**config.mk**
```make
export PLATFORM = sky130hd
export DESIGN_NAME = kronos_dmem_ctrl
export DESIGN_NICKNAME = d
export VERILOG_FILES = /design/src/rtl/kronos_types.sv /design/src/rtl/kronos_dmem_wbuf.sv /design/src/rtl/kronos_dmem_ctrl.sv
export SDC_FILE = /design/constraint.sdc
export NUM_CORES = 1
export LEC_CHECK = 0
export ABC_CLOCK_PERIOD_IN_PS = 3900
export CAP_MARGIN = 10
export CORE_ASPECT_RATIO = 0.6
export CORE_MARGIN = 2
export CORE_UTILIZATION = 37
export CTS_CLUSTER_DIAMETER = 50
export DETAILED_ROUTE_END_ITERATION = 10
export PLACE_DENSITY_LB_ADDON = 0.15
export SLEW_MARGIN = 10
export SYNTH_ARGS = -nofsm -noshare
export SYNTH_HDL_FRONTEND = slang
export SYNTH_SLANG_ARGS = --single-unit
```
**constraint.sdc**
```tcl
create_clock -name clk -period 3.9 [get_ports clk]
set_input_delay 1.17 -clock clk [delete_from_list [all_inputs] [get_ports clk]]
set_output_delay 1.17 -clock clk [all_outputs]
set_load 0.005 [all_outputs]
```
**src/rtl/kronos_types.sv**
```systemverilog
// Shared types for the Kronos data-memory controller: FSM state encoding
// and the registered request payload.
package kronos_types;

    typedef enum logic [1:0] {
        IDLE,
        ACCESS,
        RESP
    } state_t;

    typedef struct packed {
        logic [31:0] addr;
        logic [31:0] wdata;
        logic [3:0]  mask;
        logic        wr_en;
    } dmem_req_t;

endpackage

```
**src/rtl/kronos_dmem_wbuf.sv**
```systemverilog
// One-entry posted write buffer for the Kronos data-memory controller.
// Only instantiated when KRONOS_DMEM_WBUF_EN is defined.
module kronos_dmem_wbuf #(
    parameter int AW = 10
) (
    input  logic          clk,
    input  logic          rst,
    input  logic          load,
    input  logic          drain,
    input  logic [AW-1:0] addr,
    input  logic [31:0]   wdata,
    input  logic [3:0]    mask,
    output logic          valid,
    output logic [AW-1:0] entry_addr,
    output logic [31:0]   entry_wdata,
    output logic [3:0]    entry_mask
);

    always_ff @(posedge clk or posedge rst) begin
        if (rst) begin
            valid       <= 1'b0;
            entry_addr  <= '0;
            entry_wdata <= '0;
            entry_mask  <= '0;
        end else if (load) begin
            valid       <= 1'b1;
            entry_addr  <= addr;
            entry_wdata <= wdata;
            entry_mask  <= mask;
        end else if (drain) begin
            valid <= 1'b0;
        end
    end

endmodule

```
**src/rtl/kronos_dmem_ctrl.sv**
```systemverilog
// Kronos data-memory controller: IDLE/ACCESS/RESP handshake onto a single-port
// SRAM. Define KRONOS_DMEM_WBUF_EN to add a one-entry posted write buffer.
module kronos_dmem_ctrl
    import kronos_types::*;
#(
    parameter int DEPTH = 1024,
    parameter int AW    = $clog2(DEPTH)
) (
    input  logic          clk,
    input  logic          rst,
    input  logic [31:0]   data_addr,
    input  logic [31:0]   data_wr_data,
    input  logic [3:0]    data_wr_mask,
    input  logic          data_wr_en,
    input  logic          data_req,
    output logic [31:0]   data_rd_data,
    output logic          data_ack,
    output logic          data_err,
    output logic [AW-1:0] sram_addr,
    output logic [31:0]   sram_wdata,
    output logic [3:0]    sram_wr_mask,
    output logic          sram_wr_en,
    output logic          sram_en,
    input  logic [31:0]   sram_rdata
);

    state_t    state, state_nxt;
    dmem_req_t req_q;
    logic      oor_q;
    logic      accept;
    logic      req_oor;
    logic      unused_addr_bits;

    assign req_oor          = |data_addr[31:AW+2];
    assign unused_addr_bits = ^{req_q.addr[31:AW+2], req_q.addr[1:0], data_addr[1:0]};

`ifdef KRONOS_DMEM_WBUF_EN
    logic          wbuf_load;
    logic          wbuf_drain;
    logic          wbuf_valid;
    logic [AW-1:0] wbuf_addr;
    logic [31:0]   wbuf_wdata;
    logic [3:0]    wbuf_mask;

    kronos_dmem_wbuf #(
        .AW(AW)
    ) u_wbuf (
        .clk         (clk),
        .rst         (rst),
        .load        (wbuf_load),
        .drain       (wbuf_drain),
        .addr        (data_addr[AW+1:2]),
        .wdata       (data_wr_data),
        .mask        (data_wr_mask),
        .valid       (wbuf_valid),
        .entry_addr  (wbuf_addr),
        .entry_wdata (wbuf_wdata),
        .entry_mask  (wbuf_mask)
    );
`endif

    always_ff @(posedge clk or posedge rst) begin
        if (rst) begin
            state <= IDLE;
            req_q <= '0;
            oor_q <= 1'b0;
        end else begin
            state <= state_nxt;
            if (accept) begin
                req_q.addr  <= data_addr;
                req_q.wdata <= data_wr_data;
                req_q.mask  <= data_wr_mask;
                req_q.wr_en <= data_wr_en;
                oor_q       <= req_oor;
            end
        end
    end

    always_comb begin
        state_nxt    = state;
        accept       = 1'b0;
        sram_en      = 1'b0;
        sram_wr_en   = 1'b0;
        sram_addr    = req_q.addr[AW+1:2];
        sram_wdata   = req_q.wdata;
        sram_wr_mask = req_q.mask;
        data_ack     = 1'b0;
        data_err     = 1'b0;
        data_rd_data = '0;
`ifdef KRONOS_DMEM_WBUF_EN
        wbuf_load    = 1'b0;
        wbuf_drain   = 1'b0;
`endif
        unique case (state)
            IDLE: begin
`ifdef KRONOS_DMEM_WBUF_EN
                // A pending posted store owns the SRAM this cycle; any request
                // waits one cycle so a following load sees the drained data.
                if (wbuf_valid) begin
                    wbuf_drain   = 1'b1;
                    sram_en      = 1'b1;
                    sram_wr_en   = 1'b1;
                    sram_addr    = wbuf_addr;
                    sram_wdata   = wbuf_wdata;
                    sram_wr_mask = wbuf_mask;
                end else if (data_req) begin
                    accept = 1'b1;
                    if (data_wr_en && !req_oor) begin
                        wbuf_load = 1'b1;
                        state_nxt = RESP;
                    end else begin
                        state_nxt = ACCESS;
                    end
                end
`else
                if (data_req) begin
                    accept    = 1'b1;
                    state_nxt = ACCESS;
                end
`endif
            end
            ACCESS: begin
                sram_en    = !oor_q;
                sram_wr_en = !oor_q && req_q.wr_en;
                state_nxt  = RESP;
            end
            RESP: begin
                data_ack     = 1'b1;
                data_err     = oor_q;
                data_rd_data = (oor_q || req_q.wr_en) ? 32'h0 : sram_rdata;
                state_nxt    = IDLE;
            end
            default: state_nxt = IDLE;
        endcase
    end

endmodule
```
==> reports/summary.txt <==
hpwl dp: 5226 um
RePlAce Congestion: 0.6804
root buffer cell: clkbuf_16
antenna violations before repair: 0
cell mode on critical path: clkdlybuf4s50_1
Leak: 1.713 nW
Worst slew margin: 0.6657
DRC: 0
outcome: complete, no violations
Max Buffers Root-to-Sink: 2
Syn Std Cell Area: 2557 um^2
Slew Limit Fails: 0
layout net count: 444
Worst Path Max Fanout: 1
Final ANT Viol Nets: 0
Post-CTS Setup Bufs: 0
top-area cell type share of the netlist area: 0.4892
ranking of synthesized cells by area: dfrtp_1 (49%), mux2_2 (21%), buf_4 (14%)
routed wire length: 6464 um
CP max-delay cell: clkdlybuf4s50_1
hold buffers post-CTS: 0
clk slew on worst S/H paths: 0.06 ns
via count: 1,840
I/O Pins: 186
CP Data Arrival Time: 2.28 ns
Crit path buffers/inverters: 2
Max Clock Skew: 0.009473 ns
Overflow after GRT: 0
VDD IR max: 0.2413 mV
RSZ-0062 raised after global routing: no
count of warnings emitted by yosys: 0
worst-margin pin slew: 0.5007 ns
ANT cells: 0
fmax: 290.2 MHz
critical path required time: 2.73 ns
die area: 7615 um^2
CTS buffer count: 5
post-layout min period: 3.446 ns
Power per Cell Area: 409.6 nW/um^2
Critical Path, Cell by Cell: clkdlybuf4s50_1, and2_1, clkdlybuf4s50_1
latest clock arrival within the worst-skew pair: 0.28 ns
via/cell ratio: 4.299
final number of setup-violating endpoints: 0
H-tree depth: 2
Placement Rows: 23
syn avg cell area: 12.85 um^2
synth unique cells: 15
CP delay by family, top: buffers and inverters
Starting Density: 0.3831
crit share post-route: 0.8836
Die H: 68.40 um
Routed WL per cell: 15.10 um
crit path launch type: primary input
Setup CP Type: primary input to primary output
layout cells sized above 1: 0.2522
post-CTS sizing: 0
setup TNS: 0 ns
kind of end point of the critical path: primary output
syn nets: 303
Pre-Repair DR Iteration Count: 4
core area: 6676 um^2
Port Buf Inserts: 183
Hold Crit Class: register to register
Die W: 111.3 um
DR iter-0 viols: 46
Tot Pwr: 0.001755 W
largest net degree at the start of global routing: 33
GR Util All Layers: 0.1613
Max Cap Viol: 0
vias in the first global route: 1,865
register area share after synthesis: 0.4892
total clock sinks: 50
first-pass GRT wire length: 9556 um
CTS tree: done
CP peak stage delay: 0.50 ns
Seq cells post-synth: 50
post-synthesis cell count: 199
final hold vios: 0
P&R area growth vs syn: 67.56%
cell type with the largest total area after synthesis: dfrtp_1
routing by layer:
| metal | routed length [um] | vias to the layer above | GRT usage |
|---|---|---|---|
| met5 | 0 | - | 0 |
| met4 | 16 | 0 | 0.02315 |
| met3 | 485 | 2 | 0.05934 |
| met2 | 3111 | 63 | 0.2561 |
| met1 | 2850 | 877 | 0.2189 |
| li1 | - | 898 | - |
stage by stage:
| stage | hold WS (ns) | instance area, um^2 | std cells | util | worst slack [ns] |
|---|---|---|---|---|---|
| 3_3_place_gp | 0.4888 | 4119 | 420 | 0.6169 | 0.4552 |
| 3_5_place_dp | 0.4953 | 4119 | 420 | 0.6169 | 0.4583 |
| 2_1_floorplan | 0.4819 | 2557 | 199 | - | 1.407 |
| 4_1_cts | 0.5102 | 4285 | 428 | 0.6419 | 0.4520 |
| 5_1_grt | 0.5195 | 4285 | 428 | 0.6419 | 0.4115 |
| 6_report | 0.5048 | 4285 | 428 | 0.6419 | 0.4541 |
area by class of cell:
class / instances / area, um^2
flip-flops and latches: 50 / 1251
clock inverters: 2 / 37.54
repair buffers: 188 / 1869
inverters: 1 / 3.754
fillers: 568 / 2391
clock buffers: 6 / 128.9
multi-input cells: 94 / 885.9
well taps: 87 / 108.9
synth_stat cells:
cell,number
inv_1,1
nand3_1,2
and2_1,12
buf_4,46
nor2b_4,1
nor2b_1,1
and2_2,22
o22a_1,1
mux2_2,47
buf_6,5
dfrtp_1,50
clkbuf_2,3
nor4_1,5
and2b_2,1
nor3b_4,2
cells by family after synthesis:
| logic type | after synthesis | share of synthesized area |
|---|---|---|
| compound gates | 1 | 0.003425 |
| flops | 50 | 0.4892 |
| simple gates | 46 | 0.1360 |
| mux | 47 | 0.2069 |
| buf+inv | 55 | 0.1644 |
placed cells by master (no fill, tap or decap), drive strengths merged:
cell and n:
dfrtp 50, clkinvlp 1, nor3b 2, nor2b 2, and2 34, buf 5
nand3 2, inv 1, clkbuf 6, nor4 5, o22a 1, and2b 1
clkdlybuf4s50 183, mux2 47, bufinv 1
flip-flops by register name (all words and copies together), names as in the netlist:
signal	count
state	2
sram_wr_mask	4
sram_addr	10
sram_wdata	32
req_q	1
oor_q	1
final timing paths:
| check | startpoint | end | slack, ns | depth (start not counted) |
|---|---|---|---|---|
| hold / removal | sram_wdata[25]$_DFFE_PP0P_ | sram_wdata[25]$_DFFE_PP0P_ | 0.50 | 1 |
| setup reg to reg | state[0]$_DFFE_PP0P_ | sram_wr_mask[0]$_DFFE_PP0P_ | 2.33 | 3 |
| min in group asynchronous | rst | sram_addr[8]$_DFFE_PP0P_ | 1.26 | 2 |
| hold reg to reg | sram_wdata[25]$_DFFE_PP0P_ | sram_wdata[25]$_DFFE_PP0P_ | 0.50 | 1 |
| setup / recovery | sram_rdata[30] | data_rd_data[30] | 0.45 | 3 |
| max in group asynchronous | rst | sram_wdata[0]$_DFFE_PP0P_ | 2.03 | 3 |
power by group:
| group | total [W] | internal [W] | switching [W] | leakage, nW |
|---|---|---|---|---|
| Clock | 0.000475 | 0.000303 | 0.000172 | 0.0771 |
| Combinational | 0.000565 | 0.000416 | 0.000149 | 1.05 |
| Sequential | 0.000715 | 0.000649 | 0.0000661 | 0.582 |
No activity file was read; power rests on OpenSTA's default activity.
